### config.mk
export PLATFORM = sky130hd
export DESIGN_NAME = bht_sat_predictor
export DESIGN_NICKNAME = d
export VERILOG_FILES = /design/src/rtl/bht_sat_predictor.sv
export SDC_FILE = /design/constraint.sdc
export NUM_CORES = 1
export LEC_CHECK = 0
export BUFFER_PORTS_ARGS = -buffer_cell sky130_fd_sc_hd__buf_2
export CORE_AREA = 4 4 58 60
export CTS_CLUSTER_SIZE = 40
export DETAILED_ROUTE_END_ITERATION = 8
export DIE_AREA = 0 0 62 64
export PLACE_DENSITY = 0.81
export SLEW_MARGIN = 0
export SYNTH_ARGS = -nofsm -noshare
export SYNTH_HDL_FRONTEND = slang
export SYNTH_SLANG_ARGS = --single-unit
### constraint.sdc
create_clock -name clk -period 2 [get_ports clk]
set_input_delay 0 -clock clk [delete_from_list [all_inputs] [get_ports clk]]
set_output_delay 0 -clock clk [all_outputs]
set_load 0.005 [all_outputs]
### src/rtl/bht_sat_predictor.sv
// bht_sat_predictor: branch history table of 2^INDEX_W saturating counters.
// After reset an init sweep writes every entry to weakly-taken, then the
// table serves 1-cycle registered lookups and same-edge training updates.
// Optional build macro GSHARE_EN: XOR a global taken/not-taken history into
// the lookup index (updates always use the index handed back by pred_index).

// One table entry: a CNT_W-bit saturating counter.
module bht_cnt_entry #(
   parameter int CNT_W = 2
) (
   input  logic             clk,
   input  logic             init_wr,
   input  logic             upd_en,
   input  logic             upd_taken,
   output logic [CNT_W-1:0] cnt
);
   localparam logic [CNT_W-1:0] CNT_MAX = '1;
   localparam logic [CNT_W-1:0] WEAK_T  = CNT_W'(1) << (CNT_W - 1);

   logic [CNT_W-1:0] cnt_q, cnt_d;

   // init sweep wins over training; training steps toward the outcome and sticks at the ends
   always_comb begin
      cnt_d = cnt_q;
      if (init_wr) begin
         cnt_d = WEAK_T;
      end else if (upd_en) begin
         if (upd_taken) begin
            if (cnt_q != CNT_MAX) cnt_d = cnt_q + CNT_W'(1);
         end else begin
            if (cnt_q != '0) cnt_d = cnt_q - CNT_W'(1);
         end
      end
   end

   // counter storage; contents are defined by the init sweep, not by reset
   always_ff @(posedge clk) begin
      cnt_q <= cnt_d;
   end

   assign cnt = cnt_q;
endmodule

module bht_sat_predictor #(
   parameter int INDEX_W = 3,
   parameter int CNT_W   = 2,
   parameter int GHR_W   = 3
) (
   input  logic               clk,
   input  logic               rst,
   input  logic               lk_valid,
   input  logic [INDEX_W-1:0] lk_addr,
   input  logic               upd_valid,
   input  logic [INDEX_W-1:0] upd_index,
   input  logic               upd_taken,
   output logic               ready,
   output logic               pred_valid,
   output logic               pred_taken,
   output logic [CNT_W-1:0]   pred_state,
   output logic [INDEX_W-1:0] pred_index
);
   localparam int DEPTH = 1 << INDEX_W;
   localparam logic [INDEX_W-1:0] LAST_IDX = INDEX_W'(DEPTH - 1);

   typedef enum logic {S_INIT, S_READY} state_t;

   state_t                    state_q, state_d;
   logic [INDEX_W-1:0]        ptr_q, ptr_d;
   logic [DEPTH-1:0][CNT_W-1:0] tbl;
   logic [INDEX_W-1:0]        lk_idx;
   logic                      lk_fire, upd_fire;

   logic                      pred_valid_q, pred_valid_d;
   logic                      pred_taken_q, pred_taken_d;
   logic [CNT_W-1:0]          pred_state_q, pred_state_d;
   logic [INDEX_W-1:0]        pred_index_q, pred_index_d;

   // parameter sanity, caught at elaboration
   generate
      if (CNT_W < 1) begin : g_bad_cnt
         $error("bht_sat_predictor: CNT_W must be >= 1");
      end
      if (GHR_W < 1 || GHR_W > INDEX_W) begin : g_bad_ghr
         $error("bht_sat_predictor: GHR_W must be in 1..INDEX_W");
      end
   endgenerate

   // requests only count once the table is initialised and not in reset
   assign lk_fire  = (state_q == S_READY) & lk_valid & ~rst;
   assign upd_fire = (state_q == S_READY) & upd_valid & ~rst;

`ifdef GSHARE_EN
   logic [GHR_W-1:0] ghr_q, ghr_d;

   // history shifts in every honoured outcome; lookups this cycle see the old value
   always_comb begin
      ghr_d = ghr_q;
      if (upd_fire) ghr_d = (ghr_q << 1) | GHR_W'(upd_taken);
   end

   // history register
   always_ff @(posedge clk) begin
      if (rst) ghr_q <= '0;
      else     ghr_q <= ghr_d;
   end

   assign lk_idx = lk_addr ^ INDEX_W'(ghr_q);
`else
   assign lk_idx = lk_addr;
`endif

   // init sweep: one entry per cycle, then serve forever until reset
   always_comb begin
      state_d = state_q;
      ptr_d   = ptr_q;
      case (state_q)
         S_INIT: begin
            ptr_d = ptr_q + INDEX_W'(1);
            if (ptr_q == LAST_IDX) state_d = S_READY;
         end
         S_READY: ;
         default: state_d = S_INIT;
      endcase
   end

   // FSM and sweep pointer
   always_ff @(posedge clk) begin
      if (rst) begin
         state_q <= S_INIT;
         ptr_q   <= '0;
      end else begin
         state_q <= state_d;
         ptr_q   <= ptr_d;
      end
   end

   // counter array; the read for a lookup is taken before the same-edge update lands
   generate
      for (genvar i = 0; i < DEPTH; i++) begin : g_ent
         bht_cnt_entry #(.CNT_W(CNT_W)) u_ent (
            .clk       (clk),
            .init_wr   ((state_q == S_INIT) && !rst && (ptr_q == INDEX_W'(i))),
            .upd_en    (upd_fire && (upd_index == INDEX_W'(i))),
            .upd_taken (upd_taken),
            .cnt       (tbl[i])
         );
      end
   endgenerate

   // prediction capture: valid pulses per lookup, payload holds between lookups
   always_comb begin
      pred_valid_d = lk_fire;
      pred_taken_d = pred_taken_q;
      pred_state_d = pred_state_q;
      pred_index_d = pred_index_q;
      if (lk_fire) begin
         pred_index_d = lk_idx;
         pred_state_d = tbl[lk_idx];
         pred_taken_d = tbl[lk_idx][CNT_W-1];
      end
   end

   // prediction output registers
   always_ff @(posedge clk) begin
      if (rst) begin
         pred_valid_q <= 1'b0;
         pred_taken_q <= 1'b0;
         pred_state_q <= '0;
         pred_index_q <= '0;
      end else begin
         pred_valid_q <= pred_valid_d;
         pred_taken_q <= pred_taken_d;
         pred_state_q <= pred_state_d;
         pred_index_q <= pred_index_d;
      end
   end

   assign ready      = (state_q == S_READY);
   assign pred_valid = pred_valid_q;
   assign pred_taken = pred_taken_q;
   assign pred_state = pred_state_q;
   assign pred_index = pred_index_q;
endmodule

==> impl_results.md <==
* Cell Area, Synth at approximately 0.0015 mm^2
* Iteration count of the initial detailed-routing pass at 4
* Crit path time final at 1720 ps
* Final ANT Viol Nets at 0
* H-tree lvl count at 1
* Yosys warnings at 0
* Placed Area at 0.00160 mm^2
* Filler cells at roughly 260
* Worst VDD drop at between 0.4 and 0.5 mV
* Logic pwr share at 21.8%
* First-pass GRT wire length at 5550 um
* P_sw at 0.345 mW
* MaxCap Viol Count at 0
* # setup viols final at 0
* Post-synth top cells: dfxtp_1 (26), nor2_1 (17), a21oi_1 (13)
* Ratio of cells with drive above 1 in the final layout at 14.4%
* Leak Pwr at roughly 0.66 nW
* RSZ-0062 raised after global routing: no
* Nets at 200
* Via density at 6.38
* Overflow after GRT at 0
* Slew headroom at 55.4%
* Diode count at 0
* Ys flop type: dfxtp_1
* Seq pwr share at 58.2%
* Worst skew pair latency at around 330 ps
* Post-cts sizing count at 0
* Dpl cells at approximately 210
* Io pins at 19
* Cts bufs inserted at 3
* Max Slew Vio Count at 0
* Via count of the routed design at 1366
* Setup crit end kind: register
* Die W at 62 um
* Area delta synth->final at 8.13%
* Max Fclk at 583 MHz
* Die area at 0.00397 mm^2
* Clock buffer depth at 2
* Initial core utilization at 52.1%
* Post-synthesis sequential area ratio at 34.2%
* Clock network power share at 20.0%
* TNS Setup at 0 ps
* Largest net degree at the start of global routing at 33
* Cell Rows at 20
* Clock transition at the registers of the reported paths at 140 ps
* DRC violations left at 0
* Routed length per instance at 15.7 um
* Design area at 0.00165 mm^2
* Tcrit/Tclk final at 85.8%
* Final hold violation count at 0
* Top cell type's share of synthesized area at 34.2%
* GR Util met3 at 3.84%
* Post-Route WL at 3350 um
* Dominant cell type by area after synthesis: dfxtp_1
* CP Data Arrival Time at 1920 ps
* Skew final at 6.95 ps
* RePlAce Congestion at 0.899
* Vias in the first global route at ~1.3k
* Grt met2 use at 29.7%
* DP HPWL at 2500 um
* Mapped Nets at 186
* WP data required at around 2200 ps
* Fin cells at 214
* Internal at 0.771 mW
* Die Y at 64 um
* Crit-path max FO at 12
* Avg Inst Size Synth at 9.02 um^2
* Core area at 0.00293 mm^2
* Count leader, synth: dfxtp_1
* Initial antenna violation count at 0
* Clock sink count at 26
* Setup crit start kind: register
* Syn Inst Count at 169
* All-layer global routing usage at 18.3%
* Power Density at 677 mW/mm^2
* Worst hold path type: in -> reg
* GR Util met1 at 23.3%
* Clk root buf: clkbuf_4
* Yosys cell types at 35
* Worst slew pin tran at 660 ps
* GRT Max-Usage Layer: met2
* Status: complete, no violations
* DR iter-0 viols at 55
* Setup CP Type: reg -> reg
* TritonCTS clock tree: yes
* Post-synth EDFFs at 0
* Sw Share at 30.9%
* Top cells by area, synth: dfxtp_1 (34%), mux2i_1 (6.6%), ha_1 (4.9%)
* #FFs+latches synth at 26
* Ys async rst share at 0%
* Port bufs at 18
==> what timing repair did <==
action / CTS / global route
setup buffers: 0 / 0
hold endpoints to repair: 3 / 0
hold buffers: 3 / 0
==> final timing paths <==
kind	startpoint	to	slack (ps)	depth (start not counted)
setup / recovery	ready	g_ent[6].u_ent.cnt[0]	280	3
hold / removal	rst	pred_index[2]	30	2
setup reg to reg	ready	g_ent[6].u_ent.cnt[0]	280	3
hold reg to reg	g_ent[4].u_ent.cnt[0]	g_ent[4].u_ent.cnt[0]	500	2
==> logic make-up (layout without fill, tap and decap cells) <==
logic type / after synthesis / count (layout) / synth area share (%)
DFF: 26 / 26 / 34.2
and+or+nand+nor: 46 / 46 / 18.1
adders and majority gates: 6 / 6 / 4.93
AOI/OAI and AO/OA: 53 / 53 / 25.3
xor gates and xnor gates: 1 / 1 / 0.575
muxes: 12 / 12 / 9.52
buffers and inverters: 25 / 37 / 7.39
==> power by group through the flow <==
stage               combinational [mW]  clock [mW]  sequential, mW
floorplan                        0.186           0           0.642
global placement                 0.222           0           0.654
detailed placement               0.237           0           0.660
CTS                              0.243       0.231           0.649
global route                     0.278       0.250           0.661
finish                           0.243       0.223           0.650
==> placed cells by master, fill, tap and decap left out, types with 3 or more instances in the layout <==
master         netlist  routed
o31ai_1              6       6
mux2i_1             10      10
nand3b_1             5       5
o211ai_1             6       6
nor4b_1              3       3
a211oi_1             6       6
nor3b_1              3       3
and3b_1              3       3
dlygate4sd3_1        0       3
inv_1               12      12
ha_1                 6       6
nand2_1              5       5
dfxtp_1             26      26
buf_2                6      18
a21oi_1             13      13
a2111oi_0            4       4
nor4bb_1             3       3
nor2_1              17      17
clkbuf_4             0       3
a311oi_1             8       8
==> through the flow <==
stage               utilization (%)  hold slack, ps  setup slack, ps  power, mW
finish                         56.3            31.8              284       1.12
floorplan                         -             144              606      0.829
detailed placement             54.5             305              331      0.897
global placement               54.5             280              407      0.876
global route                   56.3            41.1              128       1.19
CTS                            56.3            30.1              323       1.12
==> layer usage <==
layer | share of wire [%] | wire length (um) | vias up
met2 | 48 | 1600 | 48
li1 | - | - | 675
met3 | 6.3 | 211 | 5
met4 | 1.6 | 52 | 0
met1 | 44 | 1490 | 638
met5 | 0 | 0 | -
==> flip-flops by register name (all words and copies together) (netlist names) <==
name	cells
ready	1
pred_index	3
pred_state	1
pred_valid	1
pred_taken	1
g_ent.u_ent.cnt	16
ptr_q	3
==> area by class of cell <==
cell class	count	area, um^2	share of cell area, %
timing repair buffer	22	128	7.74
inverter	12	45.0	2.73
sequential	26	520	31.6
multi-input combinational	118	891	54.1
clock buffer	3	22.5	1.37
tap	33	41.3	2.51
==> worst max-delay path, cell delays in order, from the launching register on <==
cell and delay [ps]:
dfxtp_1 530, or3b_1 520, a2111oi_0 450, a211oi_1 110
(Power assumes the default switching activity.)
